$ cat src/rtl/hrtf_conv_scheduler.sv
// Sequences the left then right HRTF coefficient reads for one audio sample and
// emits MAC control strobes delayed to line up with the BRAM read data.
module hrtf_conv_scheduler #(
   parameter int TAPS     = 128,
   parameter int BRAM_LAT = 1
) (
   input  logic        clk,
   input  logic        reset_n,
   input  logic        sample_trig,
   input  logic [7:0]  angle_index,
   input  logic        clr_overrun,
   output logic [15:0] bram_addr,
   output logic        bram_en,
   output logic        mac_en,
   output logic        mac_clr,
   output logic        mac_last,
   output logic        mac_ear,
   output logic        busy,
   output logic        done,
   output logic        overrun
);

   localparam logic [6:0] LAST_TAP  = 7'(TAPS - 1);
   localparam logic [1:0] DRAIN_END = 2'(BRAM_LAT - 1);

   typedef enum logic [1:0] {
      S_IDLE  = 2'd0,
      S_RUN   = 2'd1,
      S_DRAIN = 2'd2
   } state_e;

   state_e      state_q, state_d;
   logic        ear_q, ear_d;
   logic [6:0]  tap_q, tap_d;
   logic [7:0]  angle_q, angle_d;
   logic [1:0]  drain_q, drain_d;

   logic        bram_en_d;
   logic [15:0] bram_addr_d;
   logic        busy_d, done_d, overrun_d;
   logic [3:0]  mac_src_s;
   logic [3:0]  mac_pipe_q [BRAM_LAT];

   // FSM state and sequencing counters.
   always_ff @(posedge clk or negedge reset_n) begin
      if (!reset_n) begin
         state_q <= S_IDLE;
         ear_q   <= 1'b0;
         tap_q   <= 7'd0;
         angle_q <= 8'd0;
         drain_q <= 2'd0;
      end else begin
         state_q <= state_d;
         ear_q   <= ear_d;
         tap_q   <= tap_d;
         angle_q <= angle_d;
         drain_q <= drain_d;
      end
   end

   // Next-state logic: the registered tap/ear always describe the address on the bus.
   always_comb begin
      state_d = state_q;
      ear_d   = ear_q;
      tap_d   = tap_q;
      angle_d = angle_q;
      drain_d = drain_q;
      case (state_q)
         S_IDLE: begin
            if (sample_trig) begin
               state_d = S_RUN;
               ear_d   = 1'b0;
               tap_d   = 7'd0;
               angle_d = angle_index;
            end else begin
               state_d = S_IDLE;
            end
         end
         S_RUN: begin
            drain_d = 2'd0;
            if (tap_q == LAST_TAP) begin
               state_d = S_DRAIN;
            end else begin
               tap_d = tap_q + 7'd1;
            end
         end
         S_DRAIN: begin
            if (drain_q == DRAIN_END) begin
               tap_d = 7'd0;
               if (!ear_q) begin
                  state_d = S_RUN;
                  ear_d   = 1'b1;
               end else begin
                  state_d = S_IDLE;
                  ear_d   = 1'b0;
               end
            end else begin
               drain_d = drain_q + 2'd1;
            end
         end
         default: begin
            state_d = S_IDLE;
         end
      endcase
   end

   // Output decode, computed one cycle ahead so every port comes straight from a flop.
   always_comb begin
      bram_en_d   = (state_d == S_RUN);
      bram_addr_d = bram_en_d ? {ear_d, angle_d, tap_d} : 16'h0000;
      busy_d      = (state_d != S_IDLE);
      done_d      = (state_q == S_DRAIN) && (drain_q == DRAIN_END) && ear_q;
      if (sample_trig && (state_q != S_IDLE)) begin
         overrun_d = 1'b1;
      end else if (clr_overrun) begin
         overrun_d = 1'b0;
      end else begin
         overrun_d = overrun;
      end
      mac_src_s = {bram_en,
                   bram_en && (bram_addr[6:0] == 7'd0),
                   bram_en && (bram_addr[6:0] == LAST_TAP),
                   bram_en && bram_addr[15]};
   end

   // Output registers and the BRAM-latency delay line for the MAC strobes.
   always_ff @(posedge clk or negedge reset_n) begin
      if (!reset_n) begin
         bram_en   <= 1'b0;
         bram_addr <= 16'h0000;
         busy      <= 1'b0;
         done      <= 1'b0;
         overrun   <= 1'b0;
         for (int i = 0; i < BRAM_LAT; i++) begin
            mac_pipe_q[i] <= 4'd0;
         end
      end else begin
         bram_en   <= bram_en_d;
         bram_addr <= bram_addr_d;
         busy      <= busy_d;
         done      <= done_d;
         overrun   <= overrun_d;
         mac_pipe_q[0] <= mac_src_s;
         for (int i = 1; i < BRAM_LAT; i++) begin
            mac_pipe_q[i] <= mac_pipe_q[i-1];
         end
      end
   end

   assign mac_en   = mac_pipe_q[BRAM_LAT-1][3];
   assign mac_clr  = mac_pipe_q[BRAM_LAT-1][2];
   assign mac_last = mac_pipe_q[BRAM_LAT-1][1];
   assign mac_ear  = mac_pipe_q[BRAM_LAT-1][0];

endmodule

$ cat config.mk
export PLATFORM = sky130hd
export DESIGN_NAME = hrtf_conv_scheduler
export DESIGN_NICKNAME = d
export VERILOG_FILES = /design/src/rtl/hrtf_conv_scheduler.sv
export SDC_FILE = /design/constraint.sdc
export NUM_CORES = 1
export LEC_CHECK = 0
export BUFFER_PORTS_ARGS = -buffer_cell sky130_fd_sc_hd__buf_2
export CAP_MARGIN = 10
export CORE_UTILIZATION = 44
export CTS_CLUSTER_DIAMETER = 30
export DETAILED_ROUTE_END_ITERATION = 8
export GPL_ROUTABILITY_DRIVEN = 0
export GPL_TIMING_DRIVEN = 0
export PLACE_DENSITY_LB_ADDON = 0.08
export SLEW_MARGIN = 20
export SYNTH_ARGS = -nofsm -noshare
export SYNTH_HDL_FRONTEND = slang
export SYNTH_SLANG_ARGS = --single-unit
$ cat constraint.sdc
create_clock -name clk -period 3.06 [get_ports clk]
set_input_delay 0.306 -clock clk [delete_from_list [all_inputs] [get_ports clk]]
set_output_delay 0.306 -clock clk [all_outputs]
set_load 0.03 [all_outputs]
Word level (Yosys, flattened, before mapping)
Index checks and enable logic that the tools add are counted.

Equality and inequality tests: 6. Add/subtract/negate cells: 2. Muxes and demuxes: 20. Reduce and logical (&&, ||, !) cells: 14.

Operator list (number): $mux W7 (3); $pmux W7 S3 (1); $mux W16 (1); $mux W8 (2); $eq A7 B7 Y1 const B (2); $reduce_bool A2 Y1 (4); $add A7 B1 Y7 const B (1); $logic_not A7 Y1 (1); $mux W1 (7); $logic_and A1 B1 Y1 (6); $mux W2 (3); $pmux W2 S3 (1); $eq A2 B1 Y1 const B (2); $logic_not A2 Y1 (2); $pmux W2 S2 (1); $add A2 B1 Y2 const B (1); $eq A2 B2 Y1 const B (1); $ne A2 B2 Y1 const B (1); $pmux W1 S2 (1); $reduce_and A2 Y1 (1).

Word-level logic and storage cells: 53. Output and inout bits: 24. Register bits after elaboration: 44.

Longest topological paths before layout
Gate-level depths: netlist (run 1).

Depth in word-level cells: 5. Depth in mapped cells: 7.

Worst setup path after synthesis (run 1)
No wires, ideal clock.

Kind: reg2reg. Start: reg tap_q[0]. End: reg busy. Slack: 1.588 ns. Cell stages (with the launch flop): 7. Setup time: 0.133 ns. Period minus slack after synthesis: 1.472 ns. Arrival time: 1.338 ns. Required time: 2.927 ns. Path through: dfrtp_1 -> ha_1 -> nand2_1 -> o21ai_4 -> o211a_4 -> buf_6 -> o211ai_2.

Word-level cells in the longest chain between the ends: 4.

RTL lines: start: declaration (RTL line 34) `logic [6:0] tap_q, tap_d;`; start signal: assignment (RTL line 55) `tap_q <= tap_d;`; $eq A7 B7 Y1 (RTL line 81) `if (tap_q == LAST_TAP) begin`; $mux W2 (RTL line 81); $pmux W2 S3 (RTL line 68) `case (state_q)`; $reduce_bool A2 Y1 (RTL line 111) `busy_d = (state_d != S_IDLE);`; named net busy_d (RTL line 40) `logic busy_d, done_d, overrun_d;`; end signal: assignment (RTL line 140) `busy <= busy_d;`; end: declaration (RTL line 18) `output logic busy,`.

The timed path passes the listed nets, and every way through them passes these cells. A chain may end at the register's enable or synchronous reset.

Worst setup path after layout (run 1)
Same ends and word-level chain as after synthesis.

==> flow_summary.json, run 1 <==
{
  "grt_pass1_vias": 1216,
  "drt-vias-per-instance": 5.104,
  "path_clk_slew_ns": 0.08,
  "drtAntennaViolNets": 0,
  "tns_ns": 0,
  "synth.top_cell.area_share": 0.6115,
  "row_count": 22,
  "critPathMaxFanout": 10,
  "power-per-cell-area_nw_per_um2": 481.4,
  "cts_sinks": 44,
  "drv_slew": 0,
  "crit_slowest_cell": "dfrtp_1",
  "post-route-util": 0.5642,
  "max-cap-violations": 0,
  "synthFlopType": "dfrtp_1",
  "combPwrFrac": 0.021,
  "period_minus_slack_ns": 1.705,
  "final_net_count": 206,
  "vdd_ir_drop_max_mv": 0.2889,
  "clock_latency_ns": 0.29,
  "avgSynthCellArea_sq_um": 12.00,
  "worst_pin_slew_ns": 0.9412,
  "p_switching_w": 0.0002018,
  "routedWlPerCell_um": 13.04,
  "yosysSeqAreaShare": 0.6115,
  "fin_cells": 241,
  "hp-class": "input pin to asynchronous set/reset pin",
  "tritoncts": "done",
  "numPortBuffers": 35,
  "wl_met2_um": 1522,
  "clkPwrFrac": 0.415,
  "cts_buffer_depth": 2,
  "synthArstFlopShare": 1.000,
  "grt_usage": 0.1729,
  "start_util": 0.4740,
  "wl_met3_um": 178,
  "endpoint_kind": "register",
  "grt_overflow": 0,
  "first_pass_iters": 4,
  "cts_resized": 0,
  "layout-drive-gt1-share": 0.3057,
  "grt_max_degree": 45,
  "dieArea_sq_um": 4352,
  "dpl.cell_count": 233,
  "r2r-end": "busy",
  "layout_common_cells": "dfrtp_1 (44), buf_2 (35), nor2_1 (14)",
  "r2r_start": "tap_q[0]",
  "setup_violations": 0,
  "synthTopCellsByArea": "dfrtp_1 (61%), mux2_2 (3.8%), o21ai_0 (3.6%), nor2b_1 (3.5%), nor2_1 (2.9%)",
  "fin_skew_ns": 0.008113,
  "multi_input_comb_area_sq_um": 628.1,
  "syn_area_sq_um": 1800,
  "ctsHtreeMaxLevel": 2,
  "antenna_found_initial": 0,
  "io-pin-count": 36,
  "rsz0062_at_grt": "false",
  "cp.arrival_ns": 1.87,
  "cp_cell_sequence": "ha_1 -> nand2_1 -> o21ai_4 -> o211a_4 -> buf_6 -> o211ai_2",
  "seqPwrFrac": 0.564,
  "n_antenna_cell": 0,
  "r2r_slack_ns": 1.35,
  "cts_setup_buffers": 0,
  "final_common_cell": "dfrtp_1",
  "period_share": 0.5572,
  "p_int_w": 0.0008300,
  "syn_nets": 164,
  "leakagePower_nw": 1.007,
  "drc": 0,
  "fp.dieH_um": 65.97,
  "totalPowerFinal_w": 0.001032,
  "clock.fmax_ghz": 0.5865,
  "root_buffer": "clkbuf_8",
  "yosysTopAreaCell": "dfrtp_1",
  "highest_layer": "met4",
  "grt_pass1_wl_um": 5471,
  "vias": 1230,
  "worst_path_largest_cell_delay_ns": 0.40,
  "relSlewSlack": 0.3725,
  "synth_edf_count": 0,
  "synthCells": 150,
  "area_growth_pct": 19.04,
  "die_w_um": 65.97,
  "met1_length_um": 1383,
  "status": "finished clean",
  "holdBufCountCts": 0,
  "ys_warn_count": 0,
  "ff_latch_area_sq_um": 1101,
  "drt_wl_total_um": 3142,
  "sw_frac_of_total": 0.1956,
  "ys_seq_elements": 44,
  "finalHoldViolations": 0,
  "n_fill_cell": 351,
  "start_kind": "register",
  "dpl.hpwl_um": 2215,
  "cts_buffers": 5,
  "drt_iter0_drc": 87,
  "reg2reg_depth": 6,
  "core_area_sq_um": 3799,
  "required_ns": 3.23,
  "yosysUniqueCellTypes": 38,
  "crit_type": "register to register"
}
[kinds of logic after synthesis]
logic type	count (synthesis)	share of synthesized area
and+or+nand+nor	52	0.1661
DFF	44	0.6115
xor gates and xnor gates	2	0.009731
adders and majority gates	2	0.01390
muxes	9	0.05559
buffers and inverters	13	0.03961
AOI/OAI and AO/OA	28	0.1036
[state kept, by name, indices dropped and copies added, names as in the netlist]
register,flops
bram_addr,16
angle_q,8
tap_q,7
mac_pipe_q,4
drain_q,2
state_q,2
bram_en,1
busy,1
done,1
ear_q,1
overrun,1
[routing by layer]
metal / track usage / up-vias
met5: 0 / -
met4: 0.07713 / 0
met3: 0.06724 / 6
met2: 0.2857 / 38
met1: 0.1969 / 587
li1: - / 599
[final cells by class]
type                    instances  area share
well taps                      48     0.02802
plain buffers                   5     0.01926
inverters                       8     0.01401
clock buffers                   6     0.03386
clock inverters                 2     0.01635
multi-input cells              93      0.2931
flip-flops and latches         44      0.5137
repair buffers                 35     0.08173
[power groups by stage]
stage          clock network [W]  registers [W]   logic (W)
2_1_floorplan                  0       0.000596  0.00000115
3_3_place_gp                   0       0.000594   0.0000218
3_5_place_dp                   0       0.000594   0.0000229
4_1_cts                 0.000442       0.000582   0.0000229
5_1_grt                 0.000466       0.000582   0.0000252
6_report                0.000428       0.000582   0.0000216
[per-stage QoR]
stage                     instance area [sq um]  hold WS [ns]  worst slack [ns]
after floorplan                            1800       0.01041             1.588
after global placement                     2036        0.4199             1.386
after detailed placement                   2036        0.4298             1.354
after CTS                                  2143        0.1878             1.337
after global routing                       2143        0.1978             1.196
final                                      2143        0.1456             1.355
[worst max path at each step]
| stage | start | to | slack, ns | depth (start not counted) |
|---|---|---|---|---|
| finish | tap_q[0] | busy | 1.35 | 6 |
| floorplan | tap_q[0] | busy | 1.59 | 6 |
| CTS | tap_q[0] | busy | 1.34 | 6 |
| global route | tap_q[0] | busy | 1.20 | 6 |
| global placement | tap_q[0] | busy | 1.39 | 6 |
| detailed placement | tap_q[0] | busy | 1.35 | 6 |
[cell usage after synthesis (3+ instances only)]
library cell	instances
dfrtp_1	44
nor2_1	14
inv_1	8
nand4_1	3
mux2_2	6
a21oi_1	7
nor2b_1	10
nand2_1	6
o21ai_0	13
[worst max-delay path, delay by kind of cell (launching register included)]
kind | cells | cell delay, ns
AOI/OAI and AO/OA | 3 | 0.57
adders and majority gates | 1 | 0.27
buffers and inverters | 1 | 0.16
DFF | 1 | 0.40
and+or+nand+nor | 1 | 0.19
Note: power is estimated with default switching activity, not from simulation.
==> run 2, diff against run 1 <==
==> constraint.sdc (replaced) <==
create_clock -name clk -period 1.6 [get_ports clk]
set_input_delay 0.16 -clock clk [delete_from_list [all_inputs] [get_ports clk]]
set_output_delay 0.16 -clock clk [all_outputs]
set_load 0.03 [all_outputs]
==> run 2 against run 1 <==
Highest routed layer unchanged. Sequential cell count is the same. Cell count grew 0.83%. Hold slack lost 0.14 ns. Count of clock-buffer cells in the layout is the same.
==> flow_summary.json, run 2 (synthesis results as in run 1) <==
{
  "grt_pass1_wl_um": 5492,
  "start_kind": "register",
  "dieArea_sq_um": 4352,
  "crit_type": "register to register",
  "finalHoldViolations": 0,
  "crit_family": "flip-flops",
  "numPortBuffers": 35,
  "root_buffer": "clkbuf_8",
  "required_ns": 1.81,
  "clkPwrFrac": 0.415,
  "row_count": 22,
  "area_growth_pct": 21.96,
  "max-cap-violations": 0,
  "status": "finished clean",
  "n_fill_cell": 346,
  "crit_buf_inv": 2,
  "grt_pass1_vias": 1213,
  "largest-register": "bram_addr",
  "critPathMaxFanout": 10,
  "sw_frac_of_total": 0.1959,
  "drt_wl_total_um": 3212,
  "dpl.cell_count": 233,
  "leakagePower_nw": 1.023,
  "antenna_found_initial": 0,
  "combPwrFrac": 0.021,
  "hp-class": "input pin to asynchronous set/reset pin",
  "cp_cell_sequence": "inv_1 -> ha_4 -> nand3b_1 -> o211a_4 -> buf_6 -> nor3_4",
  "drv_slew": 0,
  "clock_latency_ns": 0.29,
  "fin_cells": 243,
  "p_int_w": 0.001587,
  "worst_path_largest_cell_delay_ns": 0.41,
  "largest_reg_flops": 16,
  "core_area_sq_um": 3799,
  "tns_ns": 0,
  "layout-drive-gt1-share": 0.3385,
  "grt_usage": 0.1740,
  "tritoncts": "done",
  "pre_cts_slack_ns": -0.1063,
  "fp.dieH_um": 65.97,
  "rsz0062_at_grt": "true",
  "routedWlPerCell_um": 13.22,
  "start_util": 0.4740,
  "period_minus_slack_ns": 1.538,
  "dpl.hpwl_um": 2215,
  "vdd_ir_drop_max_mv": 0.5500,
  "drt_iter0_drc": 42,
  "totalPowerFinal_w": 0.001974,
  "cp.arrival_ns": 1.75,
  "crit_slowest_cell": "dfrtp_1",
  "power-per-cell-area_nw_per_um2": 899.0,
  "final_net_count": 208,
  "worst_pin_slew_ns": 0.9449,
  "cts_buffer_depth": 2,
  "p_switching_w": 0.0003867,
  "largestRegisters": "bram_addr (16), angle_q (8), tap_q (7)",
  "seqPwrFrac": 0.564,
  "endpoint_kind": "register",
  "layout_common_cells": "dfrtp_1 (44), buf_2 (35), nor2_1 (14)",
  "grt_max_degree": 45,
  "setup_slack_ns": 0.06221,
  "first_pass_iters": 4,
  "fin_skew_ns": 0.008500,
  "ctsHtreeMaxLevel": 2,
  "period_share": 0.9611,
  "die_w_um": 65.97,
  "cts_sinks": 44,
  "relSlewSlack": 0.3700,
  "n_antenna_cell": 0,
  "path_clk_slew_ns": 0.08,
  "final_common_cell": "dfrtp_1",
  "grt_overflow": 0,
  "drc": 0,
  "drtAntennaViolNets": 0,
  "cts_buffers": 5,
  "io-pin-count": 36,
  "vias": 1226,
  "drt-vias-per-instance": 5.045,
  "clock.fmax_ghz": 0.6503,
  "setup_violations": 0,
  "holdBufCountCts": 0
}
## run 2: cell types whose count changed in the layout (fill, tap and decap cells not counted), sizes merged
cell,change
buf,+2
## run 2: worst paths after layout
path	start	end	slack (ns)	cells past startpoint
min reg2reg	bram_en	mac_pipe_q[3]	0.45	0
max in group asynchronous	reset_n	tap_q[2]	1.00	1
min	reset_n	drain_q[1]	0.008	1
max	drain_q[0]	bram_addr[2]	0.06	6
max reg2reg	drain_q[0]	bram_addr[2]	0.06	6
min in group clk	clr_overrun	overrun	0.05	2
## run 2: layout make-up
cell class | instances | area [sq um] | share of cell area
Sequential cell | 44 | 1101 | 0.5014
Multi-Input combinational cell | 93 | 665.6 | 0.3031
Clock buffer | 6 | 72.57 | 0.03305
Tap cell | 48 | 60.06 | 0.02735
Buffer | 5 | 41.29 | 0.01880
Clock inverter | 2 | 35.03 | 0.01595
Timing Repair Buffer | 37 | 190.2 | 0.08661
Inverter | 8 | 30.03 | 0.01368
## run 2: repair_timing
| action | in CTS | in global routing |
|---|---|---|
| hold endpoints to repair | 0 | 0 |
| pin swaps | 1 | 1 |
| setup endpoints to repair | 10 | 15 |
| setup buffers | 1 | 1 |
| gates resized for setup | 2 | 7 |
## run 2: power by group through the flow
stage / clock network, W / logic (W) / registers (W)
after global placement: 0 / 0.0000417 / 0.00114
final: 0.000819 / 0.0000414 / 0.00111
after CTS: 0.000845 / 0.0000438 / 0.00111
after floorplan: 0 / 0.00000219 / 0.00114
after global routing: 0.000896 / 0.0000482 / 0.00111
after detailed placement: 0 / 0.0000438 / 0.00114
## run 2: routing by layer
metal	global-route usage	vias to the layer above	part of all wire	wire length (um)
met1	0.1991	585	0.45	1436
met2	0.2870	31	0.48	1548
li1	-	604	-	-
met3	0.06724	6	0.053	170
met4	0.07713	0	0.018	57
met5	0	-	0	0
## run 2: through the flow
stage	hold slack (ns)	util	area, sq um
3_3_place_gp	0.3437	0.5359	2036
4_1_cts	0.04183	0.5675	2156
6_report	0.008025	0.5781	2196
2_1_floorplan	-0.1356	-	1800
3_5_place_dp	0.3612	0.5359	2036
5_1_grt	0.05183	0.5781	2196
==> run 3, diff against run 2 <==
--- a/config.mk
+++ b/config.mk
@@ -5,6 +5,7 @@
 export SDC_FILE = /design/constraint.sdc
 export NUM_CORES = 1
 export LEC_CHECK = 0
+export ABC_AREA = 1
 export BUFFER_PORTS_ARGS = -buffer_cell sky130_fd_sc_hd__buf_2
 export CAP_MARGIN = 10
 export CORE_UTILIZATION = 44
==> run 3 against run 2 <==
First-iteration DRC count is 19% higher. Critical endpoint is now bram_addr[11]. Total power is 72% higher. Global-route usage is 1.2 points higher. Largest power group unchanged.
==> flow_summary.json, run 3 <==
{
  "cp_cell_sequence": "ha_2 -> nand2_2 -> nor2_4 -> nand2_2 -> nand2_4 -> nand3_4 -> inv_4 -> buf_8 -> nor2_1",
  "ys_warn_count": 0,
  "grt_max_degree": 45,
  "path_clk_slew_ns": 0.08,
  "ctsHtreeMaxLevel": 2,
  "final_net_count": 242,
  "cts_buffers": 5,
  "first_pass_iters": 4,
  "routedWlPerCell_um": 12.14,
  "vias": 1334,
  "synthCells": 181,
  "synth_simple_gate_area_frac": 0.2156,
  "cts_buffer_depth": 2,
  "leakagePower_nw": 1.142,
  "r2r_slack_ns": 0.11,
  "relSlewSlack": 0.3762,
  "drt_iter0_drc": 50,
  "yosysTopAreaCell": "dfrtp_1",
  "synth_top_family_by_area": "simple AND/OR/NAND/NOR gates",
  "status": "finished clean",
  "synth_fa_ha_area_frac": 0.01404,
  "setup_slack_ns": 0.1062,
  "root_buffer": "clkbuf_8",
  "area_growth_pct": 21.56,
  "avgSynthCellArea_sq_um": 9.844,
  "fp.dieH_um": 65.64,
  "cp.arrival_ns": 1.66,
  "cp_common_cell": "nand2_2",
  "grt_pass1_vias": 1304,
  "power-per-cell-area_nw_per_um2": 1570,
  "die_w_um": 65.64,
  "grt_overflow": 0,
  "synthFlopType": "dfrtp_1",
  "synth-xor-area-share": 0,
  "yosysUniqueCellTypes": 23,
  "layout_common_cells": "dfrtp_1 (44), buf_2 (35), nand2_1 (32)",
  "yosysMostFrequentCell": "dfrtp_1",
  "hp-class": "input pin to asynchronous set/reset pin",
  "drv_slew": 0,
  "n_antenna_cell": 0,
  "drc": 0,
  "rsz0062_at_grt": "false",
  "finalHoldViolations": 0,
  "crit_buf_inv": 2,
  "critPathMaxFanout": 10,
  "drt_wl_total_um": 3363,
  "vdd_ir_drop_max_mv": 0.5793,
  "dpl.cell_count": 264,
  "required_ns": 1.77,
  "synthMuxAreaShare": 0,
  "synth_compound_area_frac": 0.07022,
  "crit_family": "simple AND/OR/NAND/NOR gates",
  "drtAntennaViolNets": 0,
  "period_share": 0.9336,
  "n_fill_cell": 344,
  "grt_pass1_wl_um": 5940,
  "fin_skew_ns": 0.008770,
  "cts_sinks": 44,
  "synthTopCellsByArea": "dfrtp_1 (62%), nand2_1 (7.0%), inv_1 (6.5%), o21ai_0 (5.1%), nor2_1 (3.2%)",
  "holdBufCountCts": 0,
  "worst_pin_slew_ns": 0.9357,
  "pre_cts_slack_ns": -0.03808,
  "largest_reg_flops": 16,
  "netlist_top_cells_count": "dfrtp_1 (44), nand2_1 (33), inv_1 (31)",
  "grt_usage": 0.1862,
  "endpoint_kind": "register",
  "core_area_sq_um": 3771,
  "clock_latency_ns": 0.29,
  "final_common_cell": "dfrtp_1",
  "largestRegisters": "bram_addr (16), angle_q (8), tap_q (7)",
  "tritoncts": "done",
  "yosysSeqAreaShare": 0.6180,
  "max-cap-violations": 0,
  "largest-register": "bram_addr",
  "synthArstFlopShare": 1.000,
  "worst_path_largest_cell_delay_ns": 0.39,
  "period_minus_slack_ns": 1.494,
  "dieArea_sq_um": 4308,
  "dpl.hpwl_um": 2339,
  "syn_area_sq_um": 1782,
  "crit_type": "register to register",
  "drt-vias-per-instance": 4.816,
  "io-pin-count": 36,
  "row_count": 22,
  "synth.top_cell.area_share": 0.6180,
  "antenna_found_initial": 0,
  "numPortBuffers": 35,
  "crit_slowest_cell": "dfrtp_1",
  "synth_edf_count": 0,
  "start_util": 0.4725,
  "fin_cells": 277,
  "ys_seq_elements": 44,
  "syn_nets": 195,
  "layout-drive-gt1-share": 0.2926,
  "start_kind": "register",
  "setup_violations": 0,
  "clock.fmax_ghz": 0.6694
}
[run 3: power breakdown]
group,leakage (nW),internal [W],switching (W)
clock,0.0510,0.000344,0.000349
sequential,0.528,0.00141,0.000163
combinational,0.563,0.000372,0.000762
[run 3: worst reg2reg max path, cell delays in order, from the launching register on]
cell and delay (ns):
dfrtp_1 0.39, ha_2 0.20, nand2_2 0.09, nor2_4 0.14
nand2_2 0.09, nand2_4 0.08, nand3_4 0.09, inv_4 0.09
buf_8 0.14, nor2_1 0.05
[run 3: cell families (layout without fill, tap and decap cells)]
logic type	Yosys count	count (layout)
adders and majority gates	2	2
buffers and inverters	36	84
DFF	44	44
and+or+nand+nor	74	74
AOI/OAI and AO/OA	25	25
[run 3: layout make-up]
type | instances | area (sq um) | area share
Timing Repair Buffer | 40 | 212.7 | 0.09821
Sequential cell | 44 | 1101 | 0.5084
Tap cell | 48 | 60.06 | 0.02773
Buffer | 2 | 22.52 | 0.01040
Clock buffer | 6 | 82.58 | 0.03813
Clock inverter | 2 | 10.01 | 0.004622
Inverter | 34 | 130.1 | 0.06008
Multi-Input combinational cell | 101 | 546.8 | 0.2525
[run 3: layer usage]
| layer | global-route usage | share of wire | vias up |
|---|---|---|---|
| li1 | - | - | 659 |
| met2 | 0.2819 | 0.46 | 46 |
| met3 | 0.03819 | 0.045 | 8 |
| met1 | 0.2566 | 0.47 | 621 |
| met4 | 0.08424 | 0.019 | 0 |
| met5 | 0 | 0 | - |
[run 3: timing repair]
item,CTS,global route
setup buffers,1,4
resized for setup,1,4
setup endpoints to repair,10,18
[run 3: path summary, 6_finish.rpt]
| check | from | to | cells past startpoint |
|---|---|---|---|
| max in group asynchronous | reset_n | state_q[0] | 1 |
| min in group clk | clr_overrun | overrun | 2 |
| hold reg to reg | bram_en | mac_pipe_q[3] | 0 |
| hold / removal | reset_n | tap_q[0] | 1 |
| setup reg to reg | tap_q[1] | bram_addr[11] | 9 |
| setup / recovery | tap_q[1] | bram_addr[11] | 9 |
[run 3: through the flow]
step / instance area, sq um / util / total power (W) / TNS [ns] / hold slack (ns)
2_1_floorplan: 1782 / - / 0.002333 / 0 / -0.1356
3_3_place_gp: 2017 / 0.5348 / 0.002610 / 0 / 0.3433
3_5_place_dp: 2017 / 0.5348 / 0.002649 / -0.2233 / 0.3588
4_1_cts: 2120 / 0.5620 / 0.003372 / 0 / 0.03767
5_1_grt: 2166 / 0.5743 / 0.003648 / 0 / 0.08295
6_report: 2166 / 0.5743 / 0.003401 / 0 / 0.01136
